### config.mk
export PLATFORM = sky130hd
export DESIGN_NAME = mul_div_unit_flat
export DESIGN_NICKNAME = d
export VERILOG_FILES = /design/src/rtl/mul_div_unit_pkg.sv /design/src/rtl/mul_div_unit_if.sv /design/src/rtl/mul_div_unit_sign_fix.sv /design/src/rtl/mul_div_unit.sv /design/src/flat_wrapper.sv
export SDC_FILE = /design/constraint.sdc
export NUM_CORES = 1
export LEC_CHECK = 0
export CORE_AREA = 10 10 232 234
export DETAILED_ROUTE_END_ITERATION = 7
export DIE_AREA = 0 0 242 244
export PLACE_DENSITY = 0.48
export SLEW_MARGIN = 20
export SYNTH_ARGS = -nofsm -noshare
export SYNTH_HDL_FRONTEND = slang
export SYNTH_SLANG_ARGS = --single-unit
### constraint.sdc
create_clock -name clk -period 5.08 [get_ports clk]
set_input_delay 0.508 -clock clk [delete_from_list [all_inputs] [get_ports clk]]
set_output_delay 0.508 -clock clk [all_outputs]
set_load 0.01 [all_outputs]
### src/rtl/mul_div_unit_pkg.sv
// Shared MDop encodings for the EX-stage multiply/divide unit.
// Imported by the unit, its interface users and the bench.
package mul_div_unit_pkg;

  localparam logic [2:0] MDop_MULT  = 3'd0;
  localparam logic [2:0] MDop_MULTU = 3'd1;
  localparam logic [2:0] MDop_DIV   = 3'd2;
  localparam logic [2:0] MDop_DIVU  = 3'd3;
  localparam logic [2:0] MDop_MTHI  = 3'd4;
  localparam logic [2:0] MDop_MTLO  = 3'd5;

  function automatic logic is_signed_op(input logic [2:0] op);
    return (op == MDop_MULT) || (op == MDop_DIV);
  endfunction

endpackage

### src/rtl/mul_div_unit_if.sv
// Request/result bundle between EX control and the mul/div unit.
// master: start, MDop, cancel, busA, busB -> ; slave: busy, done, HI, LO ->
interface mul_div_unit_if #(
  parameter int WIDTH = 32
);
  logic             start;
  logic [2:0]       MDop;
  logic             cancel;
  logic [WIDTH-1:0] busA;
  logic [WIDTH-1:0] busB;
  logic             busy;
  logic             done;
  logic [WIDTH-1:0] HI;
  logic [WIDTH-1:0] LO;

  modport master (
    output start, MDop, cancel, busA, busB,
    input  busy, done, HI, LO
  );

  modport slave (
    input  start, MDop, cancel, busA, busB,
    output busy, done, HI, LO
  );
endinterface

### src/rtl/mul_div_unit_sign_fix.sv
// Conditional two's-complement: abs() on operands, sign fix on results.
// Ports: val in, neg in, res out (res = neg ? -val : val).
module md_sign_fix #(
  parameter int W = 32
) (
  input  logic [W-1:0] val,
  input  logic         neg,
  output logic [W-1:0] res
);
  assign res = neg ? ('0 - val) : val;
endmodule

### src/rtl/mul_div_unit.sv
// Iterative MULT/MULTU/DIV/DIVU unit with HI/LO and MTHI/MTLO.
// Ports: clk, rst (async high), md (slave side of mul_div_unit_if).
module mul_div_unit
  import mul_div_unit_pkg::*;
#(
  parameter int WIDTH = 32
) (
  input  logic           clk,
  input  logic           rst,
  mul_div_unit_if.slave  md
);
  localparam int CW = $clog2(WIDTH + 1);
  localparam int W  = WIDTH;

  typedef enum logic [1:0] {IDLE, CALC, FIX} state_t;

  state_t        state;
  logic [CW-1:0] cnt;
  logic [2*W-1:0] acc;
  logic [W-1:0]  opb;
  logic          is_mul;
  logic          neg_q;
  logic          neg_r;
  logic          dz;
  logic          busy_q;
  logic          done_q;
  logic [W-1:0]  hi_q;
  logic [W-1:0]  lo_q;

  logic          sa;
  logic          sb;
  logic [W-1:0]  abs_a;
  logic [W-1:0]  abs_b;
  logic          op_mul;
  logic          op_div;
  logic          op_mthi;
  logic          op_mtlo;

  always_comb begin
    op_mul  = 1'b0;
    op_div  = 1'b0;
    op_mthi = 1'b0;
    op_mtlo = 1'b0;
    unique case (1'b1)
      (md.MDop == MDop_MULT),
      (md.MDop == MDop_MULTU): op_mul  = 1'b1;
      (md.MDop == MDop_DIV),
      (md.MDop == MDop_DIVU):  op_div  = 1'b1;
      (md.MDop == MDop_MTHI):  op_mthi = 1'b1;
      (md.MDop == MDop_MTLO):  op_mtlo = 1'b1;
      default: ;
    endcase
  end

  assign sa = is_signed_op(md.MDop) & md.busA[W-1];
  assign sb = is_signed_op(md.MDop) & md.busB[W-1];

  md_sign_fix #(.W(W)) u_abs_a (.val(md.busA), .neg(sa), .res(abs_a));
  md_sign_fix #(.W(W)) u_abs_b (.val(md.busB), .neg(sb), .res(abs_b));

  // Shared adder. Multiply: hi + (lsb ? mcand : 0).
  // Divide: partial remainder - divisor, carry-out = no borrow.
  logic [W-1:0] add_x;
  logic [W-1:0] add_y;
  logic [W:0]   sum;
  logic         q_ok;
  logic [2*W-1:0] step;

  always_comb begin
    add_x = is_mul ? acc[2*W-1:W] : acc[2*W-2:W-1];
    add_y = is_mul ? (acc[0] ? opb : '0) : ~opb;
    sum   = {1'b0, add_x} + {1'b0, add_y}
          + {{W{1'b0}}, ~is_mul};
    // Shifted-out top bit means the W+1-bit remainder already exceeds divisor.
    q_ok  = acc[2*W-1] | sum[W];
    if (is_mul)
      step = {sum, acc[W-1:1]};
    else
      step = {q_ok ? sum[W-1:0] : acc[2*W-2:W-1],
              acc[W-2:0], q_ok};
  end

  logic [2*W-1:0] res_in;
  logic [2*W-1:0] res_q;
  logic [W-1:0]   res_r;

  assign res_in = is_mul ? acc : {{W{1'b0}}, acc[W-1:0]};

  md_sign_fix #(.W(2*W)) u_fix_q (.val(res_in), .neg(neg_q), .res(res_q));
  md_sign_fix #(.W(W)) u_fix_r (.val(acc[2*W-1:W]), .neg(neg_r), .res(res_r));

  always_ff @(posedge clk or posedge rst) begin
    if (rst) begin
      state  <= IDLE;
      cnt    <= '0;
      acc    <= '0;
      opb    <= '0;
      is_mul <= 1'b0;
      neg_q  <= 1'b0;
      neg_r  <= 1'b0;
      dz     <= 1'b0;
      busy_q <= 1'b0;
      done_q <= 1'b0;
      hi_q   <= '0;
      lo_q   <= '0;
    end else begin
      done_q <= 1'b0;
      case (state)
        IDLE: begin
          if (md.start && !md.cancel) begin
            if (op_mthi) hi_q <= md.busA;
            if (op_mtlo) lo_q <= md.busA;
            if (op_mul || op_div) begin
              is_mul <= op_mul;
              acc    <= {{W{1'b0}}, op_mul ? abs_b : abs_a};
              opb    <= op_mul ? abs_a : abs_b;
              neg_q  <= sa ^ sb;
              neg_r  <= op_div & sa;
              dz     <= op_div & (md.busB == '0);
              cnt    <= CW'(W);
              busy_q <= 1'b1;
              state  <= CALC;
            end
          end
        end
        CALC: begin
          if (md.cancel) begin
            busy_q <= 1'b0;
            state  <= IDLE;
          end else begin
            acc <= step;
            cnt <= cnt - CW'(1);
            if (cnt == CW'(1)) state <= FIX;
          end
        end
        FIX: begin
          busy_q <= 1'b0;
          state  <= IDLE;
          if (!md.cancel) begin
            done_q <= 1'b1;
            if (is_mul) begin
              hi_q <= res_q[2*W-1:W];
              lo_q <= res_q[W-1:0];
            end else begin
              // Remainder path already returns busA when dividing by zero.
              hi_q <= res_r;
              lo_q <= dz ? '1 : res_q[W-1:0];
            end
          end
        end
        default: state <= IDLE;
      endcase
    end
  end

  assign md.busy = busy_q;
  assign md.done = done_q;
  assign md.HI   = hi_q;
  assign md.LO   = lo_q;

endmodule

### src/flat_wrapper.sv
// flat-port wrapper written by rule: the top's interface ports become plain ports
module mul_div_unit_flat import mul_div_unit_pkg::*;
#(
  parameter int WIDTH = 32
)
  (clk, rst, md_start, md_MDop, md_cancel, md_busA, md_busB, md_busy, md_done, md_HI, md_LO);
  mul_div_unit_if #(.WIDTH(WIDTH)) md_i ();
  input  logic clk;
  input  logic rst;
  input wire logic [$bits(md_i.start)-1:0] md_start;
  input wire logic [$bits(md_i.MDop)-1:0] md_MDop;
  input wire logic [$bits(md_i.cancel)-1:0] md_cancel;
  input wire logic [$bits(md_i.busA)-1:0] md_busA;
  input wire logic [$bits(md_i.busB)-1:0] md_busB;
  output wire logic [$bits(md_i.busy)-1:0] md_busy;
  output wire logic [$bits(md_i.done)-1:0] md_done;
  output wire logic [$bits(md_i.HI)-1:0] md_HI;
  output wire logic [$bits(md_i.LO)-1:0] md_LO;
  assign md_i.start = md_start;
  assign md_i.MDop = md_MDop;
  assign md_i.cancel = md_cancel;
  assign md_i.busA = md_busA;
  assign md_i.busB = md_busB;
  assign md_busy = md_i.busy;
  assign md_done = md_i.done;
  assign md_HI = md_i.HI;
  assign md_LO = md_i.LO;
  mul_div_unit #(.WIDTH(WIDTH)) u_core (.clk(clk), .rst(rst), .md(md_i));
endmodule
==> reports/metrics.csv <==
metric;value;unit
Global Route Usage Sum;19.86;%
Power Dens Cells;653.1;nW/um^2
Num CTS Buffers;17;
nets;2037;
Synth top area share;29.91;%
via/cell ratio;5.548;
status;completed;
latest clock arrival within the worst-skew pair;0.46;ns
synthesized area;14560;um^2
vias in the first global route;13770;
Final Setup Violations;0;
CTS Root Cell;clkbuf_16;
Cell Count Post-Placement;2575;
Clock Tree Buf Depth;2;
grt total ovfl;0;
PortBufs;136;
design area;17000;um^2
worst-margin pin slew;1.106;ns
setup bufs post-CTS;0;
Rel. slew slack;26.19;%
r2r startpoint;u_core.is_mul;
dpl hpwl;46.65;mm
CP endpoint kind;register;
# IOs;137;
register bit count reported by yosys;174;
FMAX;0.2349;GHz
Post-synth EDFFs;0;
WP data arrival;4.60;ns
Critical Path RT;5.43;ns
Hold WC Path Type;input port to async pin;
clock skew;0.01752;ns
fin crit share;83.81;%
Distinct cells, synth;73;
remaining antenna violation count;0;
initial antenna violation count;0;
# H-tree levels;4;
post_cts resized;0;
Die ar.;59050;um^2
core area;49450;um^2
clk sinks;174;
synth warn;0;
DR WL/cell;23.16;um
RSZ-0062 raised after global routing;false;
Layout area overhead;16.74;%
Reg clk slew, reported paths;0.07;ns
routed via count;14460;
crit path kind;register to register;
leakage power;0.006719;uW
Row Count;82;
r2r setup slk;0.82;ns
Yosys top cell by area;dfrtp_1;
syn nets;2011;
Area contributors post-synth;dfrtp_1 (30%), o21ai_0 (8.1%), nand2_1 (6.1%);
antenna diode count;0;
Worst Setup SP;u_core.is_mul;
share of cells above drive strength 1;7.907;%
max cap viols;0;
final hold violations;0;
Tmin final;4.257;ns
most numerous cell in the Yosys netlist;nand2_1;
largest net degree at the start of global routing;92;
first-pass GRT wire length;90.50;mm
crit path max fanout;33;
Seq/Total Area, Yosys;29.91;%
# hold bufs at CTS;0;
Placement Setup Slack;0.8548;ns
Avg Cell Area, Syn;7.679;um^2
DR pass1 iterations;5;
gpl congestion;0.9216;
Chip Width;242;um
Initial DRC Count;1501;
Starting Density;29.44;%
Peak VDD IR;0.0003061;V
Residual DRC;0;
Synth Flop Type;dfrtp_1;
setup slack after layout;0.8227;ns
drt total wl;60.37;mm
CTS tree;built;
Syn Inst Count;1896;
Post-DP Area;16410;um^2
Async SR Flop Fraction;100.0;%
Die Y-Extent;244;um
Worst setup SP type;register;
TNS Setup;0;ns
final cell count without fillers;2607;
commonest cells in the netlist;nand2_1 (237), o21ai_0 (235), a21oi_1 (174), dfrtp_1 (174);
Slew Limit Fails;0;
-- metal layers --
| metal | routed length (um) | vias to the layer above | GRT usage, % |
|---|---|---|---|
| met5 | 0 | - | 0 |
| met4 | 920 | 0 | 4.698 |
| met3 | 3738 | 38 | 3.096 |
| met2 | 27330 | 475 | 31.73 |
| met1 | 28380 | 7045 | 27.60 |
| li1 | - | 6906 | - |
-- cell families after synthesis --
logic type / after synthesis / synth area share [%]
AOI/OAI and AO/OA: 670 / 27.66
xor gates and xnor gates: 150 / 9.024
adders and majority gates: 44 / 3.884
buffers and inverters: 194 / 5.217
DFF: 174 / 29.91
muxes: 69 / 5.199
and+or+nand+nor: 595 / 19.10
-- state kept, by name (all words and copies together) (netlist names) --
name and cells:
u_core.md.done 1, u_core.opb 32, u_core.md.busy 1, u_core.cnt 6, u_core.md.LO 32, u_core.is_mul 1
u_core.neg_q 1, u_core.md.HI 32, u_core.state 2, u_core.acc 64, u_core.dz 1, u_core.neg_r 1
-- critical path, cell delays in order, from the launching register on --
cell       delay, ns
dfrtp_4         0.63
inv_1           0.11
nor2_2          0.14
a21oi_1         0.13
fa_1            0.42
inv_1           0.08
fa_1            0.23
a211o_1         0.17
a211oi_1        0.10
o31a_1          0.34
a2111oi_2       0.56
o21a_1          0.38
nor2_1          0.08
buf_4           0.23
a32o_1          0.27
a221o_1         0.26
-- path summary, 6_finish.rpt --
| check | end | depth (start not counted) |
|---|---|---|
| setup / recovery | u_core.acc[61] | 15 |
| hold / removal | u_core.md.LO[6] | 2 |
| setup reg to reg | u_core.acc[61] | 15 |
| hold reg to reg | u_core.md.HI[22] | 1 |
| max in group asynchronous | u_core.is_mul | 3 |
| min in group clk | u_core.md.HI[22] | 1 |
-- placed cells by master, fill, tap and decap left out, drive strengths merged, types with 9 or more instances in the layout --
cell type      netlist  final
a211oi              26     26
a21o                29     29
a21oi              174    174
a22o                18     18
a31oi               16     16
and3                15     15
buf                 22     30
clkbuf             136     18
clkdlybuf4s50        0    135
dfrtp              174    174
ha                  42     42
inv                 36     42
mux2                53     53
mux2i               16     16
nand2              238    238
nand2b               9      9
nand3               48     48
nand4               11     11
nor2               136    136
nor3                38     38
nor3b               13     13
nor4                22     22
o211ai              20     20
o21a                 9      9
o21ai              245    245
o22ai               37     37
o31ai               24     24
or3                 23     23
or4                 11     11
xnor2               84     84
xor2                66     66
-- through the flow --
stage	util, %	hold WS (ns)	total power, uW
finish	34.37	0.4812	11100
global route	34.37	0.4965	11960
CTS	34.36	0.4797	11080
detailed placement	33.19	0.4658	9682
global placement	33.19	0.4604	9707
floorplan	-	0.4656	7141
-- cell type report --
class / count / area (um^2)
fill: 5225 / 32460
multi-input combinational: 1528 / 9482
sequential: 174 / 4359
timing repair buffer: 165 / 1599
tap: 672 / 840.8
clock buffer: 18 / 429.2
clock inverter: 14 / 147.6
inverter: 36 / 138.9
-- where the power goes --
part / internal [uW] / total (uW) / switching (uW)
sequential: 1980 / 2910 / 921
clock: 695 / 1370 / 671
combinational: 2710 / 6830 / 4120
Note: power is estimated with default switching activity, not from simulation.
